==> config.mk <==
export PLATFORM = sky130hd
export DESIGN_NAME = mux_rr_stream_flat
export DESIGN_NICKNAME = d
export VERILOG_FILES = /design/src/rtl/mux_rr_stream_if.sv /design/src/rtl/mux_rr_stream.sv /design/src/flat_wrapper.sv
export SDC_FILE = /design/constraint.sdc
export NUM_CORES = 1
export LEC_CHECK = 0
export CORE_MARGIN = 4
export CORE_UTILIZATION = 50
export DETAILED_ROUTE_END_ITERATION = 10
export PLACE_DENSITY = 0.85
export SYNTH_ARGS = -nofsm -noshare
export SYNTH_HDL_FRONTEND = slang
export SYNTH_SLANG_ARGS = --single-unit
==> constraint.sdc <==
create_clock -name clk -period 11.09 [get_ports clk]
set_input_delay 1.6635 -clock clk [delete_from_list [all_inputs] [get_ports clk]]
set_output_delay 1.6635 -clock clk [all_outputs]
set_load 0.05 [all_outputs]
==> src/rtl/mux_rr_stream_if.sv <==
// Stream bundle for mux_rr_stream: N valid/ready input channels, one output channel.
// slave  : seen from the multiplexer (consumes inputs, produces the output beat).
// master : seen from the environment (drives inputs, consumes the output beat).
interface mux_rr_stream_if #(
  parameter int WIDTH = 16,
  parameter int N     = 4,
  parameter int SELW  = (N > 1) ? $clog2(N) : 1
) ();
  logic [N*WIDTH-1:0] in_data;
  logic [N-1:0]       in_valid;
  logic [N-1:0]       in_ready;
  logic [WIDTH-1:0]   out_data;
  logic               out_valid;
  logic               out_ready;
  logic [SELW-1:0]    out_sel;

  modport slave (
    input  in_data, in_valid, out_ready,
    output in_ready, out_data, out_valid, out_sel
  );

  modport master (
    output in_data, in_valid, out_ready,
    input  in_ready, out_data, out_valid, out_sel
  );
endinterface

==> src/rtl/mux_rr_stream.sv <==
// N-channel registered stream multiplexer with round-robin or fixed-priority arbitration.
// A single output register holds the granted beat; a new beat may be loaded whenever
// the register is empty or is being drained in the same cycle, so throughput is one
// beat per cycle with no bubble on drain-and-refill.
module mux_rr_stream #(
  parameter int WIDTH      = 16,
  parameter int N          = 4,
  parameter int FIXED_PRIO = 0
) (
  input  logic            clk,
  input  logic            rst,
  mux_rr_stream_if.slave  bus
);

  localparam int SELW = (N > 1) ? $clog2(N) : 1;

  logic [SELW-1:0]  r_ptr;
  logic [SELW-1:0]  r_sel;
  logic [WIDTH-1:0] r_data;
  logic             r_valid;

  logic             w_load;
  logic             w_any;
  logic [N-1:0]     w_grant;
  logic [SELW-1:0]  w_gidx;
  logic [SELW-1:0]  w_start;
  logic [SELW-1:0]  w_ptr_nxt;
  logic [WIDTH-1:0] w_gdata;

  // Output register can take a beat when empty or when its beat leaves this cycle.
  assign w_load = ~r_valid | bus.out_ready;

  // Fixed priority always scans from channel 0; round-robin scans from the pointer.
  assign w_start = (FIXED_PRIO != 0) ? {SELW{1'b0}} : r_ptr;

  // Pointer moves one past the granted channel, wrapping after the last one.
  assign w_ptr_nxt = (w_gidx == SELW'(N - 1)) ? {SELW{1'b0}} : (w_gidx + SELW'(1));

  // Circular scan from w_start: first valid channel wins, producing a one-hot grant.
  always_comb begin : p_grant
    int v_idx;
    w_grant = {N{1'b0}};
    w_any   = 1'b0;
    w_gidx  = {SELW{1'b0}};
    w_gdata = {WIDTH{1'b0}};
    v_idx   = 0;
    for (int k = 0; k < N; k++) begin
      v_idx = int'(w_start) + k;
      if (v_idx >= N) begin
        v_idx = v_idx - N;
      end else begin
        v_idx = v_idx;
      end
      if (!w_any && bus.in_valid[v_idx]) begin
        w_any          = 1'b1;
        w_grant[v_idx] = 1'b1;
        w_gidx         = SELW'(v_idx);
        w_gdata        = bus.in_data[v_idx*WIDTH +: WIDTH];
      end else begin
        w_any = w_any;
      end
    end
  end

  // Accept only when the output register can load; nothing is accepted during reset.
  assign bus.in_ready  = {N{w_load & ~rst}} & w_grant;
  assign bus.out_data  = r_data;
  assign bus.out_valid = r_valid;
  assign bus.out_sel   = r_sel;

  // Output register and arbitration pointer: load granted beat, empty on idle, hold when stalled.
  always_ff @(posedge clk or posedge rst) begin
    if (rst) begin
      r_valid <= 1'b0;
      r_data  <= {WIDTH{1'b0}};
      r_sel   <= {SELW{1'b0}};
      r_ptr   <= {SELW{1'b0}};
    end else if (w_load) begin
      if (w_any) begin
        r_valid <= 1'b1;
        r_data  <= w_gdata;
        r_sel   <= w_gidx;
        if (FIXED_PRIO == 0) begin
          r_ptr <= w_ptr_nxt;
        end else begin
          r_ptr <= {SELW{1'b0}};
        end
      end else begin
        r_valid <= 1'b0;
      end
    end else begin
      r_valid <= r_valid;
    end
  end

endmodule

==> src/flat_wrapper.sv <==
// flat-port wrapper written by rule: the top's interface ports become plain ports
module mux_rr_stream_flat 
#(
  parameter int WIDTH      = 16,
  parameter int N          = 4,
  parameter int FIXED_PRIO = 0
)
  (clk, rst, bus_in_data, bus_in_valid, bus_out_ready, bus_in_ready, bus_out_data, bus_out_valid, bus_out_sel);
  mux_rr_stream_if #(.WIDTH(WIDTH), .N(N)) bus_i ();
  input  logic clk;
  input  logic rst;
  input wire logic [$bits(bus_i.in_data)-1:0] bus_in_data;
  input wire logic [$bits(bus_i.in_valid)-1:0] bus_in_valid;
  input wire logic [$bits(bus_i.out_ready)-1:0] bus_out_ready;
  output wire logic [$bits(bus_i.in_ready)-1:0] bus_in_ready;
  output wire logic [$bits(bus_i.out_data)-1:0] bus_out_data;
  output wire logic [$bits(bus_i.out_valid)-1:0] bus_out_valid;
  output wire logic [$bits(bus_i.out_sel)-1:0] bus_out_sel;
  assign bus_i.in_data = bus_in_data;
  assign bus_i.in_valid = bus_in_valid;
  assign bus_i.out_ready = bus_out_ready;
  assign bus_in_ready = bus_i.in_ready;
  assign bus_out_data = bus_i.out_data;
  assign bus_out_valid = bus_i.out_valid;
  assign bus_out_sel = bus_i.out_sel;
  mux_rr_stream #(.WIDTH(WIDTH), .N(N), .FIXED_PRIO(FIXED_PRIO)) u_core (.clk(clk), .rst(rst), .bus(bus_i));
endmodule
==> results.md, run 1 <==
* Worst R2R Start: u_core.r_ptr[1]
* Sequential share of power at 12.1%
* Core area at 6460 sq um
* Clk_skew at 0.00299 ns
* GPL Wtd Cong at 0.851
* Post-DRT Antenna Nets at 0
* Hold Buf Count CTS at 0
* Gr usage total at 22.1%
* Fraction of layout cells with a size suffix above 1 at 17.6%
* Worst hold slack at 0.516 ns
* Syn avg cell area at 10.2 sq um
* Hold Crit Start: u_core.bus.out_sel[1]
* Syn_nets at 409
* Logic pwr share at 83.9%
* VDD IR-drop max at 0.171 mV
* Most frequent cells in the layout: clkdlybuf4s50_1 (93), mux4_2 (52), mux2i_1 (35)
* WP data required at 9.43 ns
* Clock power share at 4.0%
* CP Class: reg -> out
* Hold path depth at 1
* Status: complete, no violations
* Die area at 8160 sq um
* Slack of the worst reg-to-reg path at 6.57 ns
* Syn Inst Count at 331
* Top Layer Used: met4
* Via count at 3171
* Area grow syn2layout at 27.2%
* # rows at 29
* Post_cts resized at 0
* Vias in the first global route at 3273
* RR Endpoint: u_core.r_ptr[1]
* Drt total wl at 9.21 mm
* Endpoints failing setup at 0
* Postcts setup bufs at 0
* DR pass1 iterations at 5
* Final Net Count at 470
* Via density at 6.78
* Commonest non-fill, non-tap cell in the layout: clkdlybuf4s50_1
* Clock Latency Late Sink at 0.26 ns
* Slew Viols, Final at 0
* Final min period at 6.85 ns
* Max_cap viols at 0
* Crit path max fanout at 38
* Final TNS setup at 0 ns
* Crit path launch type: register
* Fillers at 523
* F_max at 146 MHz
* CTS tree: yes
* DR iter-0 viols at 187
* DRT met1 WL at 3.70 mm
* Hold Violations, Final at 0
* CP arrival at 5.18 ns
* Hold EP: u_core.bus.out_sel[1]
* Wire length on met2 at 4.87 mm
* Initial Util at 52.5%
* Clock Sinks at 21
* CTS buffer count at 3
* Worst slew pin tran at 0.999 ns
* Psw at 699 uW
* Register bit count reported by yosys at 21
* Met3 WL at 459 um
* Slew Limit Headroom at 33.4%
* R2R cell count at 9
* Clk buf depth at 2
* First-pass GRT wire length at 15.3 mm
* DP HPWL at 6.71 mm
* Port Buffer Count at 93
* Initial antenna violation count at 0
* H-tree depth at 1
* Yosys warnings at 0
* Clk root buf: clkbuf_8
* Clk pin slew, worst setup/hold paths at 0.09 ns
* Synth cell types at 31
* GRT overflow at 0
* Routed len/inst at 19.7 um
* Antenna fix cells at 0
* Sequential area share after synthesis at 15.5%
* RSZ-0062 raised after global routing: false
* Crit end category: primary output
* Pin count of the biggest net entering global routing at 59
* Switching Share at 51.2%
* LEAKAGE at 0.00159 uW
* Class of the worst hold path: reg -> reg
* Num ports at 94
* Residual DRC count at 0
* Tcrit/Tclk final at 61.8%
* Synthesized area at 3390 sq um
* Die width at 90.4 um
* Internal at 666 uW
* Total power per unit cell area at 316 nW/um^2
* Die Ht at 90.4 um
==> cell type report <==
type | instances | area, sq um | share of cell area, %
flip-flops and latches | 21 | 529 | 12.3
inverters | 19 | 71.3 | 1.65
clock buffers | 4 | 45.0 | 1.04
multi-input cells | 252 | 2630 | 60.9
repair buffers | 95 | 946 | 21.9
well taps | 77 | 96.3 | 2.23
==> power by group through the flow <==
stage	combinational, uW	clock, uW	sequential [uW]
final	1150	54.8	165
after CTS	1140	54.4	167
after global routing	1230	57.4	172
after global placement	1120	0	165
after detailed placement	1140	0	168
after floorplan	825	0	255
==> how the worst max path moves through the flow <==
stage | slack (ns) | end | depth (start not counted) | from
floorplan | 5.60 | bus_in_ready[0] | 7 | bus_in_valid[3]
global placement | 4.44 | bus_in_ready[3] | 7 | bus_in_valid[2]
detailed placement | 4.33 | bus_in_ready[0] | 7 | bus_in_valid[2]
CTS | 4.23 | bus_in_ready[0] | 8 | u_core.r_ptr[0]
global route | 3.89 | bus_in_ready[0] | 8 | u_core.r_ptr[1]
finish | 4.24 | bus_in_ready[3] | 8 | u_core.r_ptr[1]
==> synthesized netlist by cell type <==
cell	number	share of area, %
nand3_1	1	0.15
mux4_2	52	35
clkinv_1	1	0.11
a211o_1	16	4.1
a21oi_1	21	3.1
nand2b_1	4	0.74
a31oi_1	16	3.0
o32ai_1	1	0.26
a21boi_0	1	0.22
mux2i_1	35	10
or2_1	1	0.18
clkbuf_1	16	1.8
o22ai_1	2	0.37
buf_6	2	0.66
or2_2	5	0.92
nor2b_1	3	0.55
a211oi_1	18	4.0
dfrtp_1	21	15
nor2_1	20	2.2
mux2_2	2	0.66
nor3_1	1	0.15
buf_1	3	0.33
o21ai_0	1	0.15
ha_1	7	2.6
or3_1	1	0.18
a22oi_1	8	1.8
nand2_1	19	2.1
inv_1	18	2.0
o221ai_1	16	4.1
a211oi_4	1	0.59
buf_2	18	2.7
==> per-layer routing <==
layer / vias to the layer above / track usage [%]
met2: 114 / 40.1
met4: 0 / 6.89
met1: 1577 / 27.5
met3: 20 / 2.25
met5: - / 0
li1: 1460 / -
==> flip-flops by register name, indices dropped and copies added (netlist names) <==
register and flops:
u_core.bus.out_data 16, u_core.bus.out_sel 2, u_core.r_ptr 2, u_core.bus.out_valid 1
==> logic make-up after synthesis <==
logic type                 after synthesis  share of synthesized area (%)
adders and majority gates                7                           2.58
and+or+nand+nor                         55                           7.20
buffers and inverters                   58                           7.53
DFF                                     21                           15.5
muxes                                   89                           45.5
AOI/OAI and AO/OA                      101                           21.7
==> critical path, stage by stage (launching register included) <==
cell and delay (ns):
dfrtp_1 0.37, clkinv_1 0.47, ha_2 1.23, mux4_2 0.66, nor2b_2 0.77, a22oi_1 0.13, or2_2 0.33, a21oi_1 0.14
clkdlybuf4s50_1 0.82
==> stage by stage <==
step	std cells	util, %	setup slack (ns)	total power, uW	area [sq um]
6_report	468	66.8	4.24	1370	4310
5_1_grt	468	66.8	3.89	1460	4310
4_1_cts	468	66.8	4.23	1360	4310
3_5_place_dp	464	66.1	4.33	1310	4270
3_3_place_gp	464	66.1	4.44	1280	4270
2_1_floorplan	331	-	5.60	1080	3390
Note: power is estimated with default switching activity, not from simulation.
==> inputs of run 2 (changes only) <==
- clock period: 11.09 -> 6.82 ns (I/O delays scaled with it)
==> results.md, run 2 (synthesis results as in run 1) <==
* Pin count of the biggest net entering global routing at 49
* Initial antenna violation count at 0
* # rows at 29
* RR Endpoint: u_core.r_ptr[1]
* Clk pin slew, worst setup/hold paths at 0.10 ns
* Slew Limit Headroom at 22.8%
* Hold Crit Start: u_core.bus.out_sel[0]
* Status: complete, no violations
* LEAKAGE at 0.00161 uW
* Tcrit/Tclk final at 86.3%
* CP arrival at 4.86 ns
* GRT overflow at 0
* Num ports at 94
* GPL Wtd Cong at 0.822
* Sequential share of power at 13.8%
* VDD IR-drop max at 0.267 mV
* Clk_skew at 0.00812 ns
* R2R cell count at 10
* Crit path launch type: register
* H-tree depth at 1
* Post-route setup slack at 0.937 ns
* Commonest non-fill, non-tap cell in the layout: clkdlybuf4s50_1
* Psw at 1140 uW
* DP HPWL at 6.51 mm
* WP data required at 5.80 ns
* Initial Util at 52.5%
* Worst R2R Start: u_core.r_ptr[1]
* Final Net Count at 471
* Port Buffer Count at 93
* Via count at 3206
* Post-DRT Antenna Nets at 0
* Crit path max fanout at 38
* Clock power share at 4.0%
* CTS buffer count at 3
* Placed Area at 4320 sq um
* Slew Viols, Final at 0
* Clk buf depth at 2
* F_max at 170 MHz
* Number of flip-flops in the largest register at 16
* Antenna fix cells at 0
* Clock Latency Late Sink at 0.27 ns
* CP Class: reg -> out
* Drt total wl at 9.18 mm
* Postcts setup bufs at 0
* Vias in the first global route at 3203
* Die width at 90.4 um
* Hold Violations, Final at 0
* RSZ-0062 raised after global routing: false
* Clk root buf: clkbuf_8
* Final instance area at 4370 sq um
* Final TNS setup at 0 ns
* Residual DRC count at 0
* Area grow syn2layout at 28.7%
* Via density at 6.84
* Die area at 8160 sq um
* Sequential cell area at 529 sq um
* Crit end category: primary output
* Hold Buf Count CTS at 0
* First-pass GRT wire length at 15.6 mm
* Hold path depth at 1
* Logic pwr share at 82.1%
* Die Ht at 90.4 um
* Endpoints failing setup at 0
* DR pass1 iterations at 5
* Class of the worst hold path: reg -> reg
* Hold EP: u_core.bus.out_sel[0]
* Routed len/inst at 19.6 um
* Worst slew pin tran at 1.16 ns
* Gr usage total at 22.4%
* Max_cap viols at 0
* Worst hold slack at 0.520 ns
* Fillers at 508
* Internal at 1090 uW
* CTS tree: yes
* Total power per unit cell area at 511 nW/um^2
* Post_cts resized at 0
* Worst slack, placed at 1.29 ns
* Final min period at 5.88 ns
* Most frequent cells in the layout: clkdlybuf4s50_1 (89), mux4_2 (52), mux2i_1 (35)
* Clock Sinks at 21
* Footprint of the multi-input gates at 2630 sq um
* DR iter-0 viols at 375
* Core area at 6460 sq um
* Fraction of layout cells with a size suffix above 1 at 19.1%
* Switching Share at 51.1%
* Slack of the worst reg-to-reg path at 2.07 ns
## run 2: cell types whose count changed in the layout (fill, tap and decap cells not counted)
cell,change
buf_4,+1
clkdlybuf4s50_1,-4
buf_12,+4
clkinvlp_4,+1
clkbuf_1,-1
## run 2: metrics by stage
step / util (%) / cells / power, uW
6_report: 67.6 / 469 / 2230
3_3_place_gp: 66.8 / 465 / 2100
2_1_floorplan: - / 331 / 1760
3_5_place_dp: 66.8 / 465 / 2140
5_1_grt: 67.6 / 469 / 2390
4_1_cts: 67.6 / 469 / 2230
## run 2: power groups by stage
stage                     clock network (uW)  registers, uW  logic, uW
final                                   90.4            309       1830
after global routing                    95.3            326       1970
after CTS                               90.1            312       1830
after detailed placement                   0            315       1820
after global placement                     0            308       1790
after floorplan                            0            415       1340
## run 2: area by class of cell
type | instances | share of cell area (%)
Clock buffer | 3 | 0.946
Clock inverter | 1 | 0.172
Inverter | 19 | 1.63
Multi-Input combinational cell | 252 | 60.2
Sequential cell | 21 | 12.1
Tap cell | 77 | 2.21
Timing Repair Buffer | 96 | 22.8
## run 2: critical path: stages, from the launching register on
cell and delay (ns):
dfrtp_1 1.12, clkinv_1 0.25, ha_2 0.39, buf_4 0.46, mux4_2 0.65, nor2b_2 0.81
a22oi_1 0.16, or2_2 0.34, a21oi_1 0.23, buf_12 0.17
## run 2: how the worst max path moves through the flow
stage                      endpoint  cells past startpoint  slack (ns)       startpoint
detailed placement  bus_in_ready[0]                      9        1.29  u_core.r_ptr[1]
floorplan           bus_in_ready[0]                     12        2.08  u_core.r_ptr[0]
finish              bus_in_ready[0]                      9        0.94  u_core.r_ptr[1]
global route        bus_in_ready[0]                      9        0.53  u_core.r_ptr[1]
CTS                 bus_in_ready[0]                      9        0.96  u_core.r_ptr[1]
global placement    bus_in_ready[2]                      9        1.49  u_core.r_ptr[1]
## run 2: per-layer routing
layer | vias up | wire (um) | track usage, %
li1 | 1465 | - | -
met1 | 1566 | 3550 | 29.2
met2 | 159 | 4850 | 40.1
met3 | 16 | 651 | 2.50
met4 | 0 | 131 | 4.97
met5 | - | 0 | 0
==> inputs of run 3 (changes only) <==
- SLEW_MARGIN: default -> 20
==> results.md, run 3 (synthesis results as in run 1) <==
* Area grow syn2layout at 28.8%
* Vias in the first global route at 3203
* Commonest non-fill, non-tap cell in the layout: clkdlybuf4s50_1
* Antenna fix cells at 0
* CP max stage delay at 0.88 ns
* Via count at 3241
* DRT met1 WL at 3.50 mm
* Hold Buf Count CTS at 0
* Postcts setup bufs at 0
* Slew Viols, Final at 0
* Endpoints failing setup at 0
* Max_cap viols at 0
* Routed len/inst at 19.7 um
* Post_cts resized at 0
* Logic pwr share at 82.1%
* Crit path max fanout at 45
* Crit path launch type: register
* Final Net Count at 471
* Fillers at 507
* Post-DRT Antenna Nets at 0
* Fin cells at 469
* Initial Util at 52.5%
* CTS tree: yes
* RSZ-0062 raised after global routing: false
* CP Class: reg -> out
* Status: complete, no violations
* Footprint of the multi-input gates at 2630 sq um
* GPL Wtd Cong at 0.822
* Total power per unit cell area at 512 nW/um^2
* Pin count of the biggest net entering global routing at 49
* Port Buffer Count at 93
* Worst hold slack at 0.520 ns
* Top Layer Used: met4
* Psw at 1150 uW
* Fraction of layout cells with a size suffix above 1 at 19.4%
* Final min period at 5.67 ns
* LEAKAGE at 0.00161 uW
* Final TNS setup at 0 ns
* Initial antenna violation count at 0
* Clock Latency Late Sink at 0.27 ns
* Number of flip-flops in the largest register at 16
* Worst slew pin tran at 0.982 ns
* Clk_skew at 0.00896 ns
* Class of the worst hold path: reg -> reg
* # rows at 29
* Clock power share at 4.1%
* Wire length on met2 at 4.79 mm
* Die Ht at 90.4 um
* Critical path buffers and inverters at 3
* Gr usage total at 22.4%
* Hold Violations, Final at 0
* Delay-heaviest family, CP: simple AND/OR/NAND/NOR gates
* Clk buf depth at 2
* Die area at 8160 sq um
* Residual DRC count at 0
* WP data required at 5.80 ns
* VDD IR-drop max at 0.268 mV
* Tcrit/Tclk final at 83.2%
* Via density at 6.91
* Sequential share of power at 13.9%
* Drt total wl at 9.23 mm
* Sequential cell area at 531 sq um
* Core area at 6460 sq um
* DR iter-0 viols at 376
* Clock Sinks at 21
* CP max stage cell: dfrtp_4
* Die width at 90.4 um
* Slew Limit Headroom at 34.4%
* GRT overflow at 0
* Num ports at 94
* CTS buffer count at 3
* Placed Instances at 465
* Clk root buf: clkbuf_8
* Internal at 1090 uW
* Cells along the critical path: inv_1 > ha_2 > buf_4 > mux4_2 > nor2b_2 > a22oi_1 > or2_2 > a21oi_1 > buf_12
* DP HPWL at 6.51 mm
* DR pass1 iterations at 5
* Most frequent cells in the layout: clkdlybuf4s50_1 (89), mux4_2 (52), mux2i_1 (35)
* First-pass GRT wire length at 15.6 mm
* H-tree depth at 1
* CP arrival at 4.65 ns
* Clk pin slew, worst setup/hold paths at 0.10 ns
* Switching Share at 51.2%
* F_max at 176 MHz
* Met3 WL at 768 um
* Crit end category: primary output
run 3: cell counts in the layout (fill, tap and decap cells not counted):
No cell type changed its count.
run 3: final cells by class:
type,instances,area share [%]
Multi-Input combinational cell,252,60.1
Sequential cell,21,12.1
Inverter,19,1.63
Tap cell,77,2.21
Clock buffer,3,0.946
Clock inverter,1,0.172
Timing Repair Buffer,96,22.8
run 3: power groups by stage:
stage | Combinational (uW) | Clock, uW | Sequential, uW
after floorplan | 1340 | 0 | 415
after global placement | 1790 | 0 | 308
after detailed placement | 1820 | 0 | 315
after CTS | 1830 | 90.1 | 312
after global routing | 1970 | 95.2 | 327
final | 1840 | 91.0 | 310
run 3: layer usage:
| layer | vias up | track usage [%] |
|---|---|---|
| li1 | 1462 | - |
| met1 | 1558 | 29.2 |
| met3 | 22 | 2.50 |
| met2 | 199 | 40.1 |
| met4 | 0 | 4.97 |
| met5 | - | 0 |
run 3: worst paths after layout:
check / startpoint / end / slack, ns / cells past startpoint
worst min register to register: u_core.bus.out_sel[0] / u_core.bus.out_sel[0] / 0.52 / 1
worst max register to register: u_core.r_ptr[0] / u_core.bus.out_data[15] / 2.28 / 8
max in group asynchronous: rst / u_core.r_ptr[0] / 4.92 / 2
min in group asynchronous: rst / u_core.bus.out_data[2] / 1.24 / 2
worst max-delay path: u_core.r_ptr[0] / bus_in_ready[0] / 1.15 / 9
worst min-delay path: u_core.bus.out_sel[0] / u_core.bus.out_sel[0] / 0.52 / 1
run 3: metrics by stage:
stage	power, uW	util (%)	instance area [sq um]	setup slack [ns]
after floorplan	1760	-	3390	2.08
final	2240	67.6	4370	1.15
after global routing	2390	67.6	4370	0.756
after detailed placement	2140	66.8	4320	1.29
after global placement	2100	66.8	4320	1.49
after CTS	2230	67.6	4370	0.963
